**src/rtl/diff_seq_unit_if.sv**
```systemverilog
// diff_seq_unit_if: request/response handshake bundle for diff_seq_unit.
//   master (controller): drives req_valid, a, b, resp_ready; sees req_ready, resp_valid, result
//   slave  (unit)      : the mirror image
interface diff_seq_unit_if #(
  parameter int unsigned WIDTH = 32
);
  logic             req_valid;
  logic             req_ready;
  logic [WIDTH-1:0] a;
  logic [WIDTH-1:0] b;
  logic             resp_valid;
  logic             resp_ready;
  logic [WIDTH-1:0] result;

  modport master (
    output req_valid, a, b, resp_ready,
    input  req_ready, resp_valid, result
  );

  modport slave (
    input  req_valid, a, b, resp_ready,
    output req_ready, resp_valid, result
  );
endinterface

```
**src/rtl/diff_seq_unit.sv**
```systemverilog
// diff_seq_unit: multi-cycle DIFF sequencer. Returns the index of the lowest bit where a and b
// differ, or WIDTH when a == b. Scans BITS_PER_CYCLE bits of a^b per clock and stops on the
// first non-zero chunk.
//
// Ports:
//   clk         clock, rising edge
//   rst_n       asynchronous active-low reset
//   flush       synchronous abort, returns to IDLE and drops any operation/result
//   bus         diff_seq_unit_if.slave (req_valid/req_ready/a/b, resp_valid/resp_ready/result)
//   busy        high in SCAN or DONE
//   perf_ops    completed response handshakes (only with DIFF_SEQ_PERF_EN)
//   perf_cycles edges spent in SCAN           (only with DIFF_SEQ_PERF_EN)
//
// Optional feature macro: DIFF_SEQ_PERF_EN adds the two performance counters.
module diff_seq_unit #(
  parameter int unsigned WIDTH          = 32,
  parameter int unsigned BITS_PER_CYCLE = 4
) (
  input  logic                 clk,
  input  logic                 rst_n,
  input  logic                 flush,
  diff_seq_unit_if.slave       bus,
`ifdef DIFF_SEQ_PERF_EN
  output logic [31:0]          perf_ops,
  output logic [31:0]          perf_cycles,
`endif
  output logic                 busy
);

  localparam int unsigned N_CHUNKS = WIDTH / BITS_PER_CYCLE;
  localparam int unsigned KW       = (N_CHUNKS > 1) ? $clog2(N_CHUNKS) : 1;

  localparam logic [1:0] ST_IDLE = 2'd0;
  localparam logic [1:0] ST_SCAN = 2'd1;
  localparam logic [1:0] ST_DONE = 2'd2;

  logic [1:0]                r_state, w_state_d;
  logic [WIDTH-1:0]          r_x, w_x_d;
  logic [KW-1:0]             r_k, w_k_d;
  logic [WIDTH-1:0]          r_result, w_result_d;

  logic [BITS_PER_CYCLE-1:0] w_chunk;
  logic [WIDTH-1:0]          w_base;
  logic [WIDTH-1:0]          w_low;
  logic [WIDTH-1:0]          w_hit_idx;
  logic                      w_last;

  // Select the current chunk with constant slices so the mux stays a plain one-hot pick.
  always_comb begin
    w_chunk = '0;
    w_base  = '0;
    for (int unsigned i = 0; i < N_CHUNKS; i++) begin
      if (r_k == KW'(i)) begin
        w_chunk = r_x[i*BITS_PER_CYCLE +: BITS_PER_CYCLE];
        w_base  = WIDTH'(i * BITS_PER_CYCLE);
      end
    end
  end

  // Priority encoder: scanning downwards leaves the lowest set bit as the final winner.
  always_comb begin
    w_low = '0;
    for (int i = int'(BITS_PER_CYCLE) - 1; i >= 0; i--) begin
      if (w_chunk[i]) w_low = WIDTH'(i);
    end
  end

  assign w_hit_idx = w_base + w_low;
  assign w_last    = (r_k == KW'(N_CHUNKS - 1));

  always_comb begin
    w_state_d  = r_state;
    w_x_d      = r_x;
    w_k_d      = r_k;
    w_result_d = r_result;
    if (flush) begin
      // Abort wins over every transition; result is left as it was.
      w_state_d = ST_IDLE;
    end else begin
      case (r_state)
        ST_IDLE: begin
          if (bus.req_valid) begin
            w_x_d     = bus.a ^ bus.b;
            w_k_d     = '0;
            w_state_d = ST_SCAN;
          end
        end
        ST_SCAN: begin
          if (w_chunk != '0) begin
            w_result_d = w_hit_idx;
            w_state_d  = ST_DONE;
          end else if (w_last) begin
            w_result_d = WIDTH'(WIDTH);
            w_state_d  = ST_DONE;
          end else begin
            w_k_d = r_k + KW'(1);
          end
        end
        ST_DONE: begin
          if (bus.resp_ready) w_state_d = ST_IDLE;
        end
        default: w_state_d = ST_IDLE;
      endcase
    end
  end

  always_ff @(posedge clk or negedge rst_n) begin
    if (!rst_n) begin
      r_state  <= ST_IDLE;
      r_x      <= '0;
      r_k      <= '0;
      r_result <= '0;
    end else begin
      r_state  <= w_state_d;
      r_x      <= w_x_d;
      r_k      <= w_k_d;
      r_result <= w_result_d;
    end
  end

  // Outputs decode straight from state so reset takes effect without a clock edge.
  assign bus.req_ready  = (r_state == ST_IDLE);
  assign bus.resp_valid = (r_state == ST_DONE);
  assign bus.result     = r_result;
  assign busy           = (r_state == ST_SCAN) || (r_state == ST_DONE);

`ifdef DIFF_SEQ_PERF_EN
  logic [31:0] r_perf_ops;
  logic [31:0] r_perf_cycles;

  always_ff @(posedge clk or negedge rst_n) begin
    if (!rst_n) begin
      r_perf_ops    <= '0;
      r_perf_cycles <= '0;
    end else begin
      // A flushed DONE cycle drops the result, so it is not a completed handshake.
      if ((r_state == ST_DONE) && bus.resp_ready && !flush) r_perf_ops <= r_perf_ops + 32'd1;
      if (r_state == ST_SCAN) r_perf_cycles <= r_perf_cycles + 32'd1;
    end
  end

  assign perf_ops    = r_perf_ops;
  assign perf_cycles = r_perf_cycles;
`endif

endmodule

```
**src/flat_wrapper.sv**
```systemverilog
// flat-port wrapper written by rule: the top's interface ports become plain ports
module diff_seq_unit_flat 
#(
  parameter int unsigned WIDTH          = 32,
  parameter int unsigned BITS_PER_CYCLE = 4
)
  (clk, rst_n, flush, busy, bus_req_valid, bus_a, bus_b, bus_resp_ready, bus_req_ready, bus_resp_valid, bus_result);
  diff_seq_unit_if #(.WIDTH(WIDTH)) bus_i ();
  input  logic clk;
  input  logic rst_n;
  input  logic flush;
  output logic busy;
  input wire logic [$bits(bus_i.req_valid)-1:0] bus_req_valid;
  input wire logic [$bits(bus_i.a)-1:0] bus_a;
  input wire logic [$bits(bus_i.b)-1:0] bus_b;
  input wire logic [$bits(bus_i.resp_ready)-1:0] bus_resp_ready;
  output wire logic [$bits(bus_i.req_ready)-1:0] bus_req_ready;
  output wire logic [$bits(bus_i.resp_valid)-1:0] bus_resp_valid;
  output wire logic [$bits(bus_i.result)-1:0] bus_result;
  assign bus_i.req_valid = bus_req_valid;
  assign bus_i.a = bus_a;
  assign bus_i.b = bus_b;
  assign bus_i.resp_ready = bus_resp_ready;
  assign bus_req_ready = bus_i.req_ready;
  assign bus_resp_valid = bus_i.resp_valid;
  assign bus_result = bus_i.result;
  diff_seq_unit #(.WIDTH(WIDTH), .BITS_PER_CYCLE(BITS_PER_CYCLE)) u_core (.clk(clk), .rst_n(rst_n), .flush(flush), .bus(bus_i), .busy(busy));
endmodule
```
**config.mk**
```make
export PLATFORM = sky130hd
export DESIGN_NAME = diff_seq_unit_flat
export DESIGN_NICKNAME = d
export VERILOG_FILES = /design/src/rtl/diff_seq_unit_if.sv /design/src/rtl/diff_seq_unit.sv /design/src/flat_wrapper.sv
export SDC_FILE = /design/constraint.sdc
export NUM_CORES = 1
export LEC_CHECK = 0
export CORE_MARGIN = 4
export CORE_UTILIZATION = 45
export CTS_CLUSTER_DIAMETER = 50
export DETAILED_ROUTE_END_ITERATION = 6
export GPL_TIMING_DRIVEN = 1
export PLACE_DENSITY = 0.81
export RECOVER_POWER = 100
export SLEW_MARGIN = 20
export SYNTH_ARGS = -nofsm -noshare
export SYNTH_HDL_FRONTEND = slang
export SYNTH_SLANG_ARGS = --single-unit
```
**constraint.sdc**
```tcl
create_clock -name clk -period 3 [get_ports clk]
set_input_delay 0.45 -clock clk [delete_from_list [all_inputs] [get_ports clk]]
set_output_delay 0.45 -clock clk [all_outputs]
set_load 0.01 [all_outputs]
```
==> impl_metrics.py, run 1 <==
metrics = {
    "run_status": {
        "status": "complete, but fails checks",
        "failed_checks": "max-capacitance violations, max-slew violations",
    },
    "sta": {
        "setup-violations-final": 0,
        "hold_viol_final": 0,
        "hold_slack_ns": 0.488,
        "slew_violations": 44,
        "rsz0062_at_grt": "no",
        "skew_ns": 0.00906,
        "worstMarginPinSlew_ns": 2.21,
        "worst_slack_ns": 0.286,
        "fmax_mhz": 368,
        "maxSlewHeadroom": -0.472,
        "period_share": 0.905,
        "layout_min_cycle_time_ns": 2.71,
        "fin_setup_tns_ns": 0,
    },
    "critical_path": {
        "startpoint_type": "flip-flop",
        "path_max_fanout": 17,
        "crit_arrival_ns": 2.89,
        "crit-reg2reg-launch": "u_core.r_k[1]$_DFFE_PN0P_",
        "r2r_cells": 8,
        "reg2reg_slack_ns": 0.29,
        "worstPathRequired_ns": 3.18,
        "reg2reg_to": "u_core.bus.result[0]$_DFFE_PN0P_",
        "crit_path_end_kind": "flip-flop",
        "worst-setup-path-type": "flip-flop to flip-flop",
    },
    "yosys": {
        "synthFlopType": "dfrtp_1",
        "synth-simple-area-share": 0.141,
        "synth_edf_count": 0,
        "yosysWarnings": 0,
        "synthTopCellsByArea": "dfrtp_1, xnor2_1, buf_4",
        "synthXorXnorAreaFrac": 0.0977,
        "postSynthAreaPerCell_um2": 9.11,
        "synthDistinctLibCells": 55,
        "ys_ff_latch": 43,
        "syn-cell-area_um2": 2870,
        "yosys.area.top_type_share": 0.375,
        "synth_fa_ha_area_frac": 0.0436,
        "synth_compound_area_frac": 0.205,
        "synth_cells": 315,
        "yosysTopAreaCell": "dfrtp_1",
        "async_reset_ff_frac": 1.00,
        "ys_seq_area_frac": 0.375,
        "synth_mux_area_frac": 0.0122,
        "synth_top_family_by_area": "compound AO/OA/AOI/OAI gates",
    },
    "drt": {
        "first_iter_violations": 108,
        "first_pass_iters": 4,
        "num_vias": 2350,
        "post_drt_wl_per_cell_um": 13.0,
        "drc": 0,
        "vias_per_cell": 5.09,
        "ant_nets": 0,
        "drt-total-wl_mm": 6.01,
    },
    "clocking": {
        "ctsHoldBuffers": 0,
        "cts_sinks": 43,
        "path_clk_slew_ns": 0.09,
        "post-cts-setup-buffers": 0,
        "cts-root-buf": "clkbuf_8",
        "clockBufferDepth": 2,
        "clk_latency_ns": 0.30,
        "htree_levels": 2,
        "cts_tree": "built",
        "cts_buffers": 5,
    },
    "grt": {
        "grt_start_max_net_pins": 65,
        "grt_pass1_wl_mm": 9.92,
        "grt_busiest_layer": "met2",
        "grtUsageMet3": 0.0395,
        "grt_util_met2": 0.275,
        "use_met1": 0.204,
        "grt_pass1_vias": 2274,
        "overflow": 0,
        "grt_antenna_before_repair": 0,
        "track_usage": 0.161,
    },
    "placed_design": {
        "gp_congestion": 0.921,
        "dp_cells": 454,
        "dp_slack_ns": 0.230,
        "hpwl_mm": 4.80,
        "port_buffers": 77,
    },
    "die": {
        "io_pins": 104,
        "die_x_um": 87.8,
        "row_count": 28,
        "coreArea_um2": 6060,
        "die_area_um2": 7720,
        "start_util": 0.473,
        "die_y_um": 87.8,
    },
    "job": {
        "cap_violations": 1,
    },
    "cells_and_area": {
        "synthToLayoutAreaGrowth_pct": 28.0,
        "nets": 465,
        "fillers": 547,
        "final_common_cell": "clkdlybuf4s50_1",
        "n_antenna_cell": 0,
        "drive_gt1_frac": 0.0672,
        "final_core_util": 0.606,
        "final_cells": 462,
        "final_cell_mix": "clkdlybuf4s50_1, nand2_1, dfrtp_1",
    },
    "hold_path": {
        "holdCritStartpoint": "u_core.bus.result[2]$_DFFE_PN0P_",
        "whs_path_depth": 1,
        "hold_class": "flip-flop to flip-flop",
        "holdPathEnd": "u_core.bus.result[2]$_DFFE_PN0P_",
    },
    "power": {
        "pwr_density_cell_nw_per_um2": 860,
        "p_leak_nw": 1.57,
        "ir_worst_vdd_mv": 0.560,
    },
}
[where the power goes]
group | total, mW | internal, mW | switching, mW
logic | 1.65 | 0.724 | 0.923
registers | 1.03 | 0.854 | 0.180
clock network | 0.478 | 0.274 | 0.204
[synthesized netlist by cell type, types with 3 or more instances]
master     number
o2bb2ai_1       3
xor2_1          3
buf_4          26
nand2_1        43
nand3_1         6
xnor2_1        29
buf_2           4
a21oi_1        13
inv_1          16
ha_1           10
dfrtp_1        43
buf_6           5
nand3b_1        4
o21ai_0        34
nor2b_1         3
a31oi_1         3
clkbuf_1        6
nor2_1         14
[state kept, by name, summed over array words and instances, names as in the netlist]
signal,cells
u_core.bus.result,6
u_core.r_k,3
u_core.r_x,32
u_core.r_state,2
[final cells by class]
type | instances | area, µm² | share of cell area
clock inverter | 2 | 38.8 | 0.0106
tap | 75 | 93.8 | 0.0256
sequential | 43 | 1080 | 0.293
multi-input combinational | 240 | 1540 | 0.418
clock buffer | 6 | 82.6 | 0.0225
timing repair buffer | 80 | 785 | 0.214
inverter | 16 | 60.1 | 0.0164
[critical path, stage by stage (launching register included)]
cell,delay (ns)
dfrtp_1,0.44
inv_1,0.12
ha_1,0.52
nand3_1,0.17
and3_1,0.23
a31o_2,0.26
o21ai_2,0.35
o21ai_2,0.17
mux2_1,0.33
[repair_timing]
action                                  CTS  global route
endpoints found under the hold margin     0             0
endpoints found under the setup margin    0             1
resized for setup                         0             1
[routing by layer]
metal,up-vias,wire length [µm]
li1,1172,-
met1,1088,2490
met2,84,3030
met3,6,438
met4,0,48
met5,-,0
[per-stage QoR]
stage | total power, mW | cell area [µm²]
after CTS | 3.22 | 3680
after detailed placement | 2.73 | 3560
after global routing | 3.44 | 3670
final | 3.16 | 3670
after floorplan | 2.28 | 2960
after global placement | 2.67 | 3560
[cell families after synthesis]
| group | Yosys count |
|---|---|
| adder cells (fa/ha/maj) | 10 |
| multiplexers | 3 |
| AO/OA/AOI/OAI | 84 |
| flip-flops | 43 |
| XOR/XNOR | 32 |
| AND/OR/NAND/NOR | 85 |
| buffers and inverters | 57 |
| other | 1 |
[worst max path at each step]
| stage | cells past startpoint | to | from | slack [ns] |
|---|---|---|---|---|
| floorplan | 9 | u_core.r_k[1]$_DFFE_PN0P_ | u_core.r_k[0]$_DFFE_PN0P_ | 0.59 |
| global placement | 8 | u_core.r_k[1]$_DFFE_PN0P_ | u_core.r_k[0]$_DFFE_PN0P_ | 0.33 |
| detailed placement | 8 | u_core.r_k[2]$_DFFE_PN0P_ | u_core.r_k[0]$_DFFE_PN0P_ | 0.23 |
| CTS | 8 | u_core.r_k[2]$_DFFE_PN0P_ | u_core.r_k[0]$_DFFE_PN0P_ | 0.20 |
| global route | 8 | u_core.bus.result[0]$_DFFE_PN0P_ | u_core.r_k[1]$_DFFE_PN0P_ | 0.06 |
| finish | 8 | u_core.bus.result[0]$_DFFE_PN0P_ | u_core.r_k[1]$_DFFE_PN0P_ | 0.29 |
Power figures use the tool's default switching activity.
==> run 2: changes to the inputs <==
ABC_CLOCK_PERIOD_IN_PS = 3000   (was not set)
==> results of run 2 <==
Same layout as run 1: the final DEF is identical, and so are final timing and power.
